File: config.mk
export PLATFORM = sky130hd
export DESIGN_NAME = incr_sched
export DESIGN_NICKNAME = d
export VERILOG_FILES = /design/src/rtl/incr_sched.sv
export SDC_FILE = /design/constraint.sdc
export NUM_CORES = 1
export LEC_CHECK = 0
export CAP_MARGIN = 20
export CORE_MARGIN = 2
export CORE_UTILIZATION = 44
export CTS_CLUSTER_SIZE = 25
export DETAILED_ROUTE_END_ITERATION = 6
export GPL_ROUTABILITY_DRIVEN = 0
export HOLD_SLACK_MARGIN = 0.1
export PLACE_DENSITY_LB_ADDON = 0.3
export SETUP_SLACK_MARGIN = 0.1
export SYNTH_ARGS = -nofsm -noshare
export SYNTH_HDL_FRONTEND = slang
export SYNTH_SLANG_ARGS = --single-unit
export TNS_END_PERCENT = 20
File: constraint.sdc
create_clock -name clk -period 3.1 [get_ports clk]
set_input_delay 0.31 -clock clk [delete_from_list [all_inputs] [get_ports clk]]
set_output_delay 0.31 -clock clk [all_outputs]
set_load 0.02 [all_outputs]
File: src/rtl/incr_sched.sv
// incr_sched: round-robin scheduler sharing one incrementer datapath among NUM_REQ requesters.
// Results are routed back to their issuer through an in-order tag FIFO of DEPTH entries.
module incr_sched #(
    parameter int NUM_REQ = 4,
    parameter int W       = 8,
    parameter int DEPTH   = 4
) (
    input  logic                         clk,
    input  logic                         reset,
    input  logic                         en,
    input  logic [NUM_REQ-1:0]           req_valid,
    input  logic [NUM_REQ*W-1:0]         req_data,
    output logic [NUM_REQ-1:0]           req_ready,
    output logic                         inc_in_valid,
    output logic [W-1:0]                 inc_in_data,
    input  logic                         inc_out_valid,
    input  logic [W-1:0]                 inc_out_data,
    output logic [NUM_REQ-1:0]           rsp_valid,
    output logic [W-1:0]                 rsp_data,
    output logic [$clog2(NUM_REQ)-1:0]   rsp_id,
    output logic [$clog2(DEPTH+1)-1:0]   outstanding,
    output logic                         err_unexpected
);
    localparam int IDW = $clog2(NUM_REQ);
    localparam int OCW = $clog2(DEPTH+1);
    localparam int PW  = (DEPTH > 1) ? $clog2(DEPTH) : 1;

    logic [IDW-1:0]     ptr_r;
    logic [IDW-1:0]     tag_mem_r [DEPTH];
    logic [PW-1:0]      wr_ptr_r;
    logic [PW-1:0]      rd_ptr_r;
    logic [OCW-1:0]     outstanding_r;
    logic               inc_in_valid_r;
    logic [W-1:0]       inc_in_data_r;
    logic [NUM_REQ-1:0] rsp_valid_r;
    logic [W-1:0]       rsp_data_r;
    logic [IDW-1:0]     rsp_id_r;
    logic               err_unexpected_r;

    logic               grant_found_s;
    logic [IDW-1:0]     grant_idx_s;
    logic [IDW:0]       rr_sum_s;
    logic [IDW-1:0]     rr_cand_s;
    logic               pop_s;
    logic               can_push_s;
    logic               grant_s;
    logic [W-1:0]       operand_s;
    logic [IDW-1:0]     pop_tag_s;

    function automatic logic [NUM_REQ-1:0] id_onehot(input logic [IDW-1:0] id);
        logic [NUM_REQ-1:0] vec;
        vec     = {NUM_REQ{1'b0}};
        vec[id] = 1'b1;
        return vec;
    endfunction

    function automatic logic [IDW-1:0] next_id(input logic [IDW-1:0] id);
        logic [IDW-1:0] nxt;
        if (id == IDW'(NUM_REQ-1)) begin
            nxt = {IDW{1'b0}};
        end else begin
            nxt = id + IDW'(1);
        end
        return nxt;
    endfunction

    function automatic logic [PW-1:0] next_slot(input logic [PW-1:0] slot);
        logic [PW-1:0] nxt;
        if (slot == PW'(DEPTH-1)) begin
            nxt = {PW{1'b0}};
        end else begin
            nxt = slot + PW'(1);
        end
        return nxt;
    endfunction

    // Round-robin search: first valid requester at or after ptr_r, modulo NUM_REQ.
    always_comb begin
        grant_found_s = 1'b0;
        grant_idx_s   = {IDW{1'b0}};
        rr_sum_s      = {(IDW+1){1'b0}};
        rr_cand_s     = {IDW{1'b0}};
        for (int k = 0; k < NUM_REQ; k++) begin
            rr_sum_s  = {1'b0, ptr_r} + (IDW+1)'(k);
            rr_cand_s = (rr_sum_s >= (IDW+1)'(NUM_REQ)) ? IDW'(rr_sum_s - (IDW+1)'(NUM_REQ))
                                                        : IDW'(rr_sum_s);
            if (!grant_found_s && req_valid[rr_cand_s]) begin
                grant_found_s = 1'b1;
                grant_idx_s   = rr_cand_s;
            end else begin
                grant_found_s = grant_found_s;
            end
        end
    end

    // A pop in the same cycle frees a slot, so a full FIFO can still accept a grant.
    assign pop_s      = inc_out_valid && (outstanding_r != {OCW{1'b0}});
    assign can_push_s = (outstanding_r < OCW'(DEPTH)) || pop_s;
    assign grant_s    = en && !reset && can_push_s && grant_found_s;
    assign operand_s  = req_data[grant_idx_s*W +: W];
    assign pop_tag_s  = tag_mem_r[rd_ptr_r];
    assign req_ready  = grant_s ? id_onehot(grant_idx_s) : {NUM_REQ{1'b0}};

    // Issue register, tag FIFO, response register and outstanding counter.
    always_ff @(posedge clk) begin
        if (reset) begin
            ptr_r            <= {IDW{1'b0}};
            wr_ptr_r         <= {PW{1'b0}};
            rd_ptr_r         <= {PW{1'b0}};
            outstanding_r    <= {OCW{1'b0}};
            inc_in_valid_r   <= 1'b0;
            inc_in_data_r    <= {W{1'b0}};
            rsp_valid_r      <= {NUM_REQ{1'b0}};
            rsp_data_r       <= {W{1'b0}};
            rsp_id_r         <= {IDW{1'b0}};
            err_unexpected_r <= 1'b0;
            for (int i = 0; i < DEPTH; i++) begin
                tag_mem_r[i] <= {IDW{1'b0}};
            end
        end else begin
            inc_in_valid_r <= grant_s;
            if (grant_s) begin
                inc_in_data_r       <= operand_s;
                tag_mem_r[wr_ptr_r] <= grant_idx_s;
                wr_ptr_r            <= next_slot(wr_ptr_r);
                ptr_r               <= next_id(grant_idx_s);
            end
            rsp_valid_r <= pop_s ? id_onehot(pop_tag_s) : {NUM_REQ{1'b0}};
            if (pop_s) begin
                rsp_data_r <= inc_out_data;
                rsp_id_r   <= pop_tag_s;
                rd_ptr_r   <= next_slot(rd_ptr_r);
            end
            // A result with nothing outstanding is dropped and flagged until reset.
            if (inc_out_valid && !pop_s) begin
                err_unexpected_r <= 1'b1;
            end
            case ({grant_s, pop_s})
                2'b10:   outstanding_r <= outstanding_r + OCW'(1);
                2'b01:   outstanding_r <= outstanding_r - OCW'(1);
                default: outstanding_r <= outstanding_r;
            endcase
        end
    end

    assign inc_in_valid   = inc_in_valid_r;
    assign inc_in_data    = inc_in_data_r;
    assign rsp_valid      = rsp_valid_r;
    assign rsp_data       = rsp_data_r;
    assign rsp_id         = rsp_id_r;
    assign outstanding    = outstanding_r;
    assign err_unexpected = err_unexpected_r;
endmodule

Word level (Yosys, flattened, before mapping)
Memories as Yosys holds them, arrays and structs flattened. A register that Yosys moved wholly into a read port is not among the register bits.
Index checks and enable logic that the tools add are counted.
{ "word_totals": {"reg_bits": 33, "ram_bits": 8, "in_bits": 48, "elab_cells": 102, "mem_count": 1} }
{ "op_classes": {"addsub": 12, "order_cmp": 13, "n_eq_ne": 5, "n_shift": 1, "n_mux": 39, "n_bitwise": 1, "reduce_logical": 20} }
{ "mem_list": {"columns": ["memory", "depth", "width", "read_ports", "rd_ports_with_merged_regs", "wr", "line_no", "source"], "rows": [
  ["tag_mem_r", 4, 2, 1, 1, 4, "29", "logic [IDW-1:0] tag_mem_r [DEPTH];"]
]} }
{ "op_table": {"columns": ["operator", "n"], "rows": [
  ["32-bit by 6-bit indexed part select with 8-bit output", 1],
  ["2-bit 2-to-1 mux", 15],
  ["2-bit by 3-bit < comparator with 1-bit output, second input constant", 6],
  ["1-bit 2-to-1 mux", 16],
  ["1-bit logical AND", 10],
  ["3-bit greater-or-equal comparator, second input constant", 3],
  ["1-bit binary-select mux with 2-bit select", 4],
  ["2-bit == test, second input constant", 4],
  ["2-bit by 1-bit subtractor with 2-bit output, second input constant", 4],
  ["2-bit by 1-bit adder with 2-bit output, second input constant", 3],
  ["2-bit by 2-bit adder with 3-bit output, second input constant", 2],
  ["3-bit case mux with 2 select lines", 1],
  ["1-bit zero test", 5],
  ["1-bit demux with 2-bit select", 2],
  ["2-bit by 1-bit greater-or-equal comparator with 1-bit output, second input constant", 2],
  ["4-bit 2-to-1 mux", 1],
  ["2-bit OR reduction", 2],
  ["2-bit by 1-bit adder with 3-bit output, second input constant", 1],
  ["3-bit by 1-bit adder with 3-bit output, second input constant", 1],
  ["2-bit by 3-bit greater-or-equal comparator with 1-bit output, second input constant", 1],
  ["3-bit < comparator, second input constant", 1],
  ["3-bit nonzero test", 1],
  ["3-bit by 1-bit subtractor with 3-bit output, second input constant", 1],
  ["2-bit by 1-bit == test with 1-bit output, second input constant", 1],
  ["3 further kinds", 3]
]} }

Longest topological paths before layout
Gate-level depths: netlist of the first run.
{ "logic_depth": {"word_depth": 20, "mapped_depth": 11, "mapped_depth_nobuf": 9} }

Worst setup path before layout of the first run
Ideal clock, no wire load.
{ "synth_timing": {"kind": "input to register", "startpoint": "input req_valid[1]", "endpoint": "register outstanding_r[2] (netlist: outstanding[2])", "setup_ns": 0.071, "arrival_time_ns": 2.393, "required_ns": 3.029, "slack_ns": 0.637, "stages": 10, "path_buffers": 1, "path_cell_list": "or4_1 and4b_4 clkinv_2 buf_6 ha_1 inv_1 fa_1 xor2_1 or3_1 a21oi_1"} }
{ "synth_between": {"elab_chain_len": 15} }
{ "synth_rtl": {"columns": ["element", "line_no", "source"], "rows": [
  ["from (decl)", "11", "input logic [NUM_REQ-1:0] req_valid,"],
  ["1-bit binary-select mux with 2-bit select", "87", "if (!grant_found_s && req_valid[rr_cand_s]) begin"],
  ["1-bit 2-to-1 mux (not written as such)", "87", null],
  ["1-bit 2-to-1 mux", "87", null],
  ["1-bit zero test", "87", null],
  ["1-bit logical AND", "87", null],
  ["1-bit 2-to-1 mux", "87", null],
  ["1-bit zero test", "87", null],
  ["1-bit logical AND", "87", null],
  ["1-bit 2-to-1 mux", "87", null],
  ["1-bit zero test", "87", null],
  ["1-bit logical AND", "87", null],
  ["1-bit 2-to-1 mux *", "87", null],
  ["1-bit logical AND *", "99", "assign grant_s = en && !reset && can_push_s && grant_found_s;"],
  ["2-bit by 1-bit == test with 1-bit output or 2-bit == test (tied branches)", "138", "case ({grant_s, pop_s})"],
  ["3-bit case mux with 2 select lines or 2-bit nonzero test (tied branches)", null, null],
  ["to (signal assigned)", "139", "2'b10: outstanding_r <= outstanding_r + OCW'(1);"],
  ["to (signal assigned)", "140", "2'b01: outstanding_r <= outstanding_r - OCW'(1);"],
  ["to (signal assigned)", "141", "default: outstanding_r <= outstanding_r;"],
  ["to (decl)", "32", "logic [OCW-1:0] outstanding_r;"]
]} }
Every way passes the cells marked *; elsewhere a longest branch is shown, timed or not. The select of a mux whose other input is x is not followed.
A chain may end at the register's enable or synchronous reset.

Worst setup path in the final report of the first run
{ "layout_timing": {"startpoint": "input req_valid[3]", "endpoint": "output req_ready[2]"} }
{ "layout_between": {"elab_chain_len": 17} }
{ "layout_rtl": {"columns": ["element", "line_no", "source"], "rows": [
  ["1-bit binary-select mux with 2-bit select", "87", null],
  ["1-bit 2-to-1 mux (not written as such)", "87", null],
  ["1-bit 2-to-1 mux", "87", null],
  ["1-bit zero test", "87", null],
  ["1-bit logical AND", "87", null],
  ["1-bit 2-to-1 mux", "87", null],
  ["1-bit zero test", "87", null],
  ["1-bit logical AND", "87", null],
  ["1-bit 2-to-1 mux", "87", null],
  ["1-bit zero test", "87", null],
  ["1-bit logical AND", "87", null],
  ["2-bit 2-to-1 mux", "87", null],
  ["2-bit by 3-bit < comparator with 1-bit output (not written as such) or 2-bit by 1-bit greater-or-equal comparator with 1-bit output (tied branches)", "53", "vec[id] = 1'b1;"],
  ["1-bit logical AND (not written as such)", "53", null],
  ["1-bit 2-to-1 mux (not written as such)", "53", null],
  ["1-bit demux with 2-bit select", "53", null],
  ["4-bit 2-to-1 mux *", "102", "assign req_ready = grant_s ? id_onehot(grant_idx_s) : {NUM_REQ{1'b0}};"],
  ["to (decl)", "13", "output logic [NUM_REQ-1:0] req_ready,"]
]} }
Marked as above.

==> out/metrics.yaml, run 1 <==
clock_network:
  hold_buffers: 0
  cts_tree: "done"
  clock_path_buffers: 2
  cts_resized: 0
  clk_pin_slew_ns: 0.08
  cts_buffers: 5
  cts.sinks: 43
  root_buffer: "clkbuf_8"
  clk_latency_ns: 0.28
  cts_max_level: 2
  cts_setup_buffers: 0
hold_path:
  hp-start: "rsp_data[4]"
  min_delay_path_depth: 2
  hold_end: "rsp_data[4]"
  hold_path_class: "reg -> reg"
power_and_ir_drop:
  peakVddDrop_v: 0.000245
  sw_frac_of_total_pct: 33.6
  p_int_w: 0.00115
  pwr-share-seq_pct: 41.6
  combinationalPowerShare_pct: 39.0
  power_density_nw_per_um2: 576
  pwr-share-clk_pct: 19.4
  p_switching_w: 0.000582
  total_power_w: 0.00173
  p_leak_nw: 1.18
final_layout:
  drive_above_1_share_pct: 10.0
  area_growth_pct: 42.8
  fin_cells: 343
  fillers: 401
  utilization_pct: 64.5
  finalNetCount: 344
  n_antenna_cell: 0
timing:
  worst_slew_pin_slew_ns: 0.394
  drv_slew: 0
  tns_ns: 0
  fin_crit_sh_pct: 88.8
  fmax_mhz: 363
  finalCriticalPeriod_ns: 2.75
  setup_viol: 0
  slew_headroom_pct: 73.7
  rsz0062_at_grt: "false"
  finalClockSkew_ns: 0.00590
  timing.final.hold_violations: 0
route:
  routed_via_density: 5.05
  ant_nets: 0
  first_pass_iters: 4
  drc: 0
  drt_first_iter_violations: 95
  route.detailed.wl_per_inst_um: 12.6
  vias: 1733
  drt-total-wl_um: 4310
synth:
  synth_area_um2: 2100
  ys_warn_count: 0
  ys_top_cells_by_count: "dfxtp_1, nand2_1, a21oi_1, nor2_1, mux2i_1"
  dominantRegCellSynth: "dfxtp_1"
  seq_area_frac_synth_pct: 44.7
  synth-edff-count: 8
  yosys.cell_types.count: 37
  ys_seq_elements: 43
  synthCells: 208
  yosysMostFrequentCell: "dfxtp_1"
  synth_area_leaders: "dfxtp_1, edfxtp_1, mux2i_1, o221ai_2, nand2_1"
  syn_avg_cell_area_um2: 10.1
  ys_async_sr_fraction_pct: 0
  synth_nets: 264
  yosysTopAreaCellShare_pct: 33.3
  synth_largest_area_cell: "dfxtp_1"
setup_path:
  crit_path_end_kind: "primary output"
  r2r_end: "outstanding[2]"
  cp.arrival_ns: 2.44
  required_ns: 2.79
  rr_startpoint: "outstanding[2]"
  startpoint_type: "input pin"
  path_max_fanout: 4
  worstRegToRegCells: 9
  path_class: "in -> out"
  r2r_slack_ns: 1.03
run:
  cap_violations: 0
grt:
  grt_max_degree: 35
  grt_use_total_pct: 17.1
  grt_first_pass_wirelength_um: 7180
  grt_pass1_vias: 1665
  gr-total-overflow: 0
  antenna_found_initial: 0
place:
  dp.cells: 335
  port-buffer-count: 78
  place_hpwl_um: 3230
floorplan:
  die_area_um2: 5350
  rows: 25
  die_y_um: 73.1
  die_width_um: 73.1
  start_util_pct: 45.1
  ios: 79
  core_area_um2: 4660
status:
  run_status: "finished clean"
stage by stage:
stage / hold WS (ns) / setup WS (ns) / instance area (um2)
3_5_place_dp: 0.446 / 0.133 / 2920
3_3_place_gp: 0.441 / 0.202 / 2920
5_1_grt: 0.475 / 0.186 / 3000
6_report: 0.454 / 0.346 / 3000
2_1_floorplan: 0.446 / 0.637 / 2100
4_1_cts: 0.456 / 0.335 / 3000
cell families (layout without fill, tap and decap cells):
group	Yosys count	after routing	share of synthesized area [%]
compound gates	33	33	13.4
xor+xnor	2	2	0.833
fa+ha+maj	8	8	5.12
buf+inv	19	100	5.00
flops	43	43	44.7
mux	18	18	9.76
simple gates	85	85	21.1
cells in the final DEF, fill, tap and decap left out, drive strengths merged, types with 2 or more instances in the layout:
cell	instances
mux2i	16
mux4	2
dfxtp	35
nor3	4
nand3b	10
and2	4
a21oi	18
ha	7
edfxtp	8
clkinv	2
buf	6
xor2	2
inv	7
nand2	33
o221ai	8
o21ai	2
clkbuf	7
nor2b	6
nand2b	4
nor2	18
clkdlybuf4s50	78
state kept, by name, summed over array words and instances, names as in the netlist, named ones only:
name	count
inc_in_valid	1
ptr_r	2
outstanding	3
tag_mem_r	8
rsp_id	2
rd_ptr_r	2
rsp_data	8
wr_ptr_r	2
rsp_valid	4
inc_in_data	8
err_unexpected	1
area by class of cell:
cell class | count | area (um2) | share of cell area (%)
Clock buffer | 7 | 76.3 | 2.54
Clock inverter | 1 | 5.00 | 0.167
Inverter | 8 | 31.3 | 1.04
Multi-Input combinational cell | 146 | 1060 | 35.2
Sequential cell | 43 | 941 | 31.3
Tap cell | 54 | 67.6 | 2.25
Timing Repair Buffer | 84 | 826 | 27.5
worst max-delay path by stage:
| stage | startpoint | endpoint | slack (ns) | depth (start not counted) |
|---|---|---|---|---|
| 2_1_floorplan | req_valid[1] | outstanding[2] | 0.64 | 10 |
| 3_3_place_gp | req_valid[1] | outstanding[2] | 0.20 | 10 |
| 3_5_place_dp | req_valid[1] | outstanding[2] | 0.13 | 10 |
| 4_1_cts | req_valid[1] | req_ready[2] | 0.34 | 8 |
| 5_1_grt | req_valid[1] | req_ready[3] | 0.19 | 8 |
| 6_report | req_valid[3] | req_ready[2] | 0.35 | 9 |
critical path, cell delays in order:
cell             delay, ns
clkdlybuf4s50_1       0.47
buf_4                 0.14
nor2b_1               0.05
o21ai_1               0.17
o221a_2               0.32
inv_1                 0.13
ha_1                  0.21
and2_1                0.13
clkdlybuf4s50_1       0.53
routing by layer:
layer	wire (um)	GRT usage (%)	vias up
li1	-	-	880
met5	0	0	-
met2	2070	27.6	60
met4	60	5.97	0
met1	1820	20.6	787
met3	359	6.63	6
power groups by stage:
| stage | Clock, W | Combinational [W] | Sequential [W] |
|---|---|---|---|
| after global placement | 0 | 0.000667 | 0.000730 |
| after detailed placement | 0 | 0.000677 | 0.000733 |
| after global routing | 0.000369 | 0.000745 | 0.000733 |
| after floorplan | 0 | 0.000340 | 0.000806 |
| final | 0.000336 | 0.000674 | 0.000720 |
| after CTS | 0.000348 | 0.000679 | 0.000721 |
(Power assumes the default switching activity.)
==> run 2: changes to the inputs <==
--- a/config.mk
+++ b/config.mk
@@ -7,7 +7,7 @@
 export LEC_CHECK = 0
 export CAP_MARGIN = 20
 export CORE_MARGIN = 2
-export CORE_UTILIZATION = 44
+export CORE_UTILIZATION = 40
 export CTS_CLUSTER_SIZE = 25
 export DETAILED_ROUTE_END_ITERATION = 6
 export GPL_ROUTABILITY_DRIVEN = 0
==> constraint.sdc (replaced) <==
create_clock -name clk -period 2.21 [get_ports clk]
set_input_delay 0.221 -clock clk [delete_from_list [all_inputs] [get_ports clk]]
set_output_delay 0.221 -clock clk [all_outputs]
set_load 0.02 [all_outputs]
==> run 2 against run 1 <==
Combinational power grew 48%. Critical endpoint is now outstanding[2]. Sequential cell count unchanged. Clock skew increased by 0.0021 ns. Count of clock-buffer cells in the layout unchanged. Largest cell class unchanged. Total power grew 45%. Clock power is 49% higher. Critical path depth up 1. Highest routed layer unchanged. Register-to-register slack got worse by 0.77 ns. Global-route usage is 1.6 points lower.
==> out/metrics.yaml, run 2 (synthesis gave the netlist of run 1 again) <==
status:
  run_status: "finished clean"
final_layout:
  n_antenna_cell: 0
  final_common_cell: "clkdlybuf4s50_1"
  fin_cells: 370
  drive_above_1_share_pct: 16.3
  finalNetCount: 355
  area_growth_pct: 49.1
  most-common-layout-cells: "clkdlybuf4s50_1, dfxtp_1, nand2_1"
route:
  ant_nets: 0
  vias: 1763
  drt-total-wl_um: 4400
  first_pass_iters: 4
  routed_via_density: 4.76
  drc: 0
  route.detailed.wl_per_inst_um: 11.9
  drt_first_iter_violations: 35
timing:
  fmax_mhz: 484
  drv_slew: 0
  finalClockSkew_ns: 0.00802
  timing.final.hold_violations: 0
  worst_slew_pin_slew_ns: 0.403
  rsz0062_at_grt: "true"
  fin_crit_sh_pct: 93.5
  finalCriticalPeriod_ns: 2.07
  slew_headroom_pct: 73.0
  setup_viol: 0
clock_network:
  clk_latency_ns: 0.29
  clk_pin_slew_ns: 0.08
  cts_max_level: 2
  cts.sinks: 43
  cts_buffers: 5
  hold_buffers: 0
  cts_tree: "done"
  root_buffer: "clkbuf_8"
  clock_path_buffers: 2
grt:
  grt_max_degree: 35
  antenna_found_initial: 0
  gr-total-overflow: 0
  grt_use_total_pct: 15.5
  grt_pass1_vias: 1675
  grt_first_pass_wirelength_um: 7420
place:
  dp.cells: 361
  place_hpwl_um: 3310
  port-buffer-count: 78
power_and_ir_drop:
  power_density_nw_per_um2: 801
  total_power_w: 0.00251
  peakVddDrop_v: 0.000405
  p_leak_nw: 1.25
setup_path:
  critPathSlowestCell: "or4_4"
  path_buf_inv: 3
  required_ns: 2.43
  crit_path_end_kind: "register"
  crit_family: "simple AND/OR/NAND/NOR gates"
  path_class: "in -> reg"
  path_max_fanout: 2
  cp.arrival_ns: 2.29
  slowest_delay_ns: 0.54
  cp_cell_sequence: "clkdlybuf4s15_1 > or4_4 > and4b_4 > clkinv_4 > ha_4 > inv_2 > fa_2 > xor2_1 > or3_1 > a21oi_1"
  startpoint_type: "input pin"
floorplan:
  rows: 26
  core_area_um2: 5070
  die_y_um: 76.5
  die_area_um2: 5850
  start_util_pct: 41.4
  ios: 79
  die_width_um: 76.5
run:
  cap_violations: 0
hold_path:
  hold_path_class: "reg -> reg"
## run 2: layout make-up
cell class                 instances  area, um2
clock buffer                       7       86.3
clock inverter                     1       5.00
fill                             454       1940
inverter                           8       35.0
multi-input combinational        146       1080
sequential                        43        945
tap                               70       87.6
timing repair buffer              95        902
## run 2: worst min-delay path, stage by stage, from the launching register on
cell and delay (ns):
dfxtp_1 0.31, nand2_1 0.05, a21oi_1 0.05
## run 2: stage by stage
stage	utilization (%)	hold slack [ns]	setup slack (ns)	cell area, um2	TNS, ns
after floorplan	-	0.357	-0.0433	2120	-0.0433
after global placement	59.9	0.442	-0.347	3040	-1.83
after detailed placement	59.9	0.449	-0.401	3040	-2.22
after CTS	61.9	0.459	0.0776	3140	0
after global routing	61.8	0.474	0.0389	3140	0
final	61.8	0.456	0.143	3140	0
## run 2: path summary, 6_finish.rpt
path / start / endpoint / slack [ns] / depth (start not counted)
min reg2reg: rsp_data[3] / rsp_data[3] / 0.46 / 2
min: rsp_data[3] / rsp_data[3] / 0.46 / 2
max reg2reg: outstanding[2] / outstanding[2] / 0.26 / 9
max: req_valid[3] / outstanding[2] / 0.14 / 10
## run 2: report_power, final
group | switching (W) | internal, W
logic | 0.000496 | 0.000502
registers | 0.0000851 | 0.000930
clock network | 0.000248 | 0.000252
total | 0.000830 | 0.00168
## run 2: routing by layer
layer / global-route usage [%] / routed length, um / up-vias
met5: 0 / 0 / -
met4: 3.82 / 13 / 0
met3: 5.21 / 355 / 2
met2: 26.0 / 2140 / 56
met1: 19.1 / 1890 / 801
li1: - / - / 904
## run 2: what timing repair did
item                                   in CTS  in global routing
buffers inserted                            1                  0
gates resized for setup                    18                  2
setup endpoints to repair                   6                  5
endpoints found under the hold margin       0                  0
pin swaps                                   6                  2
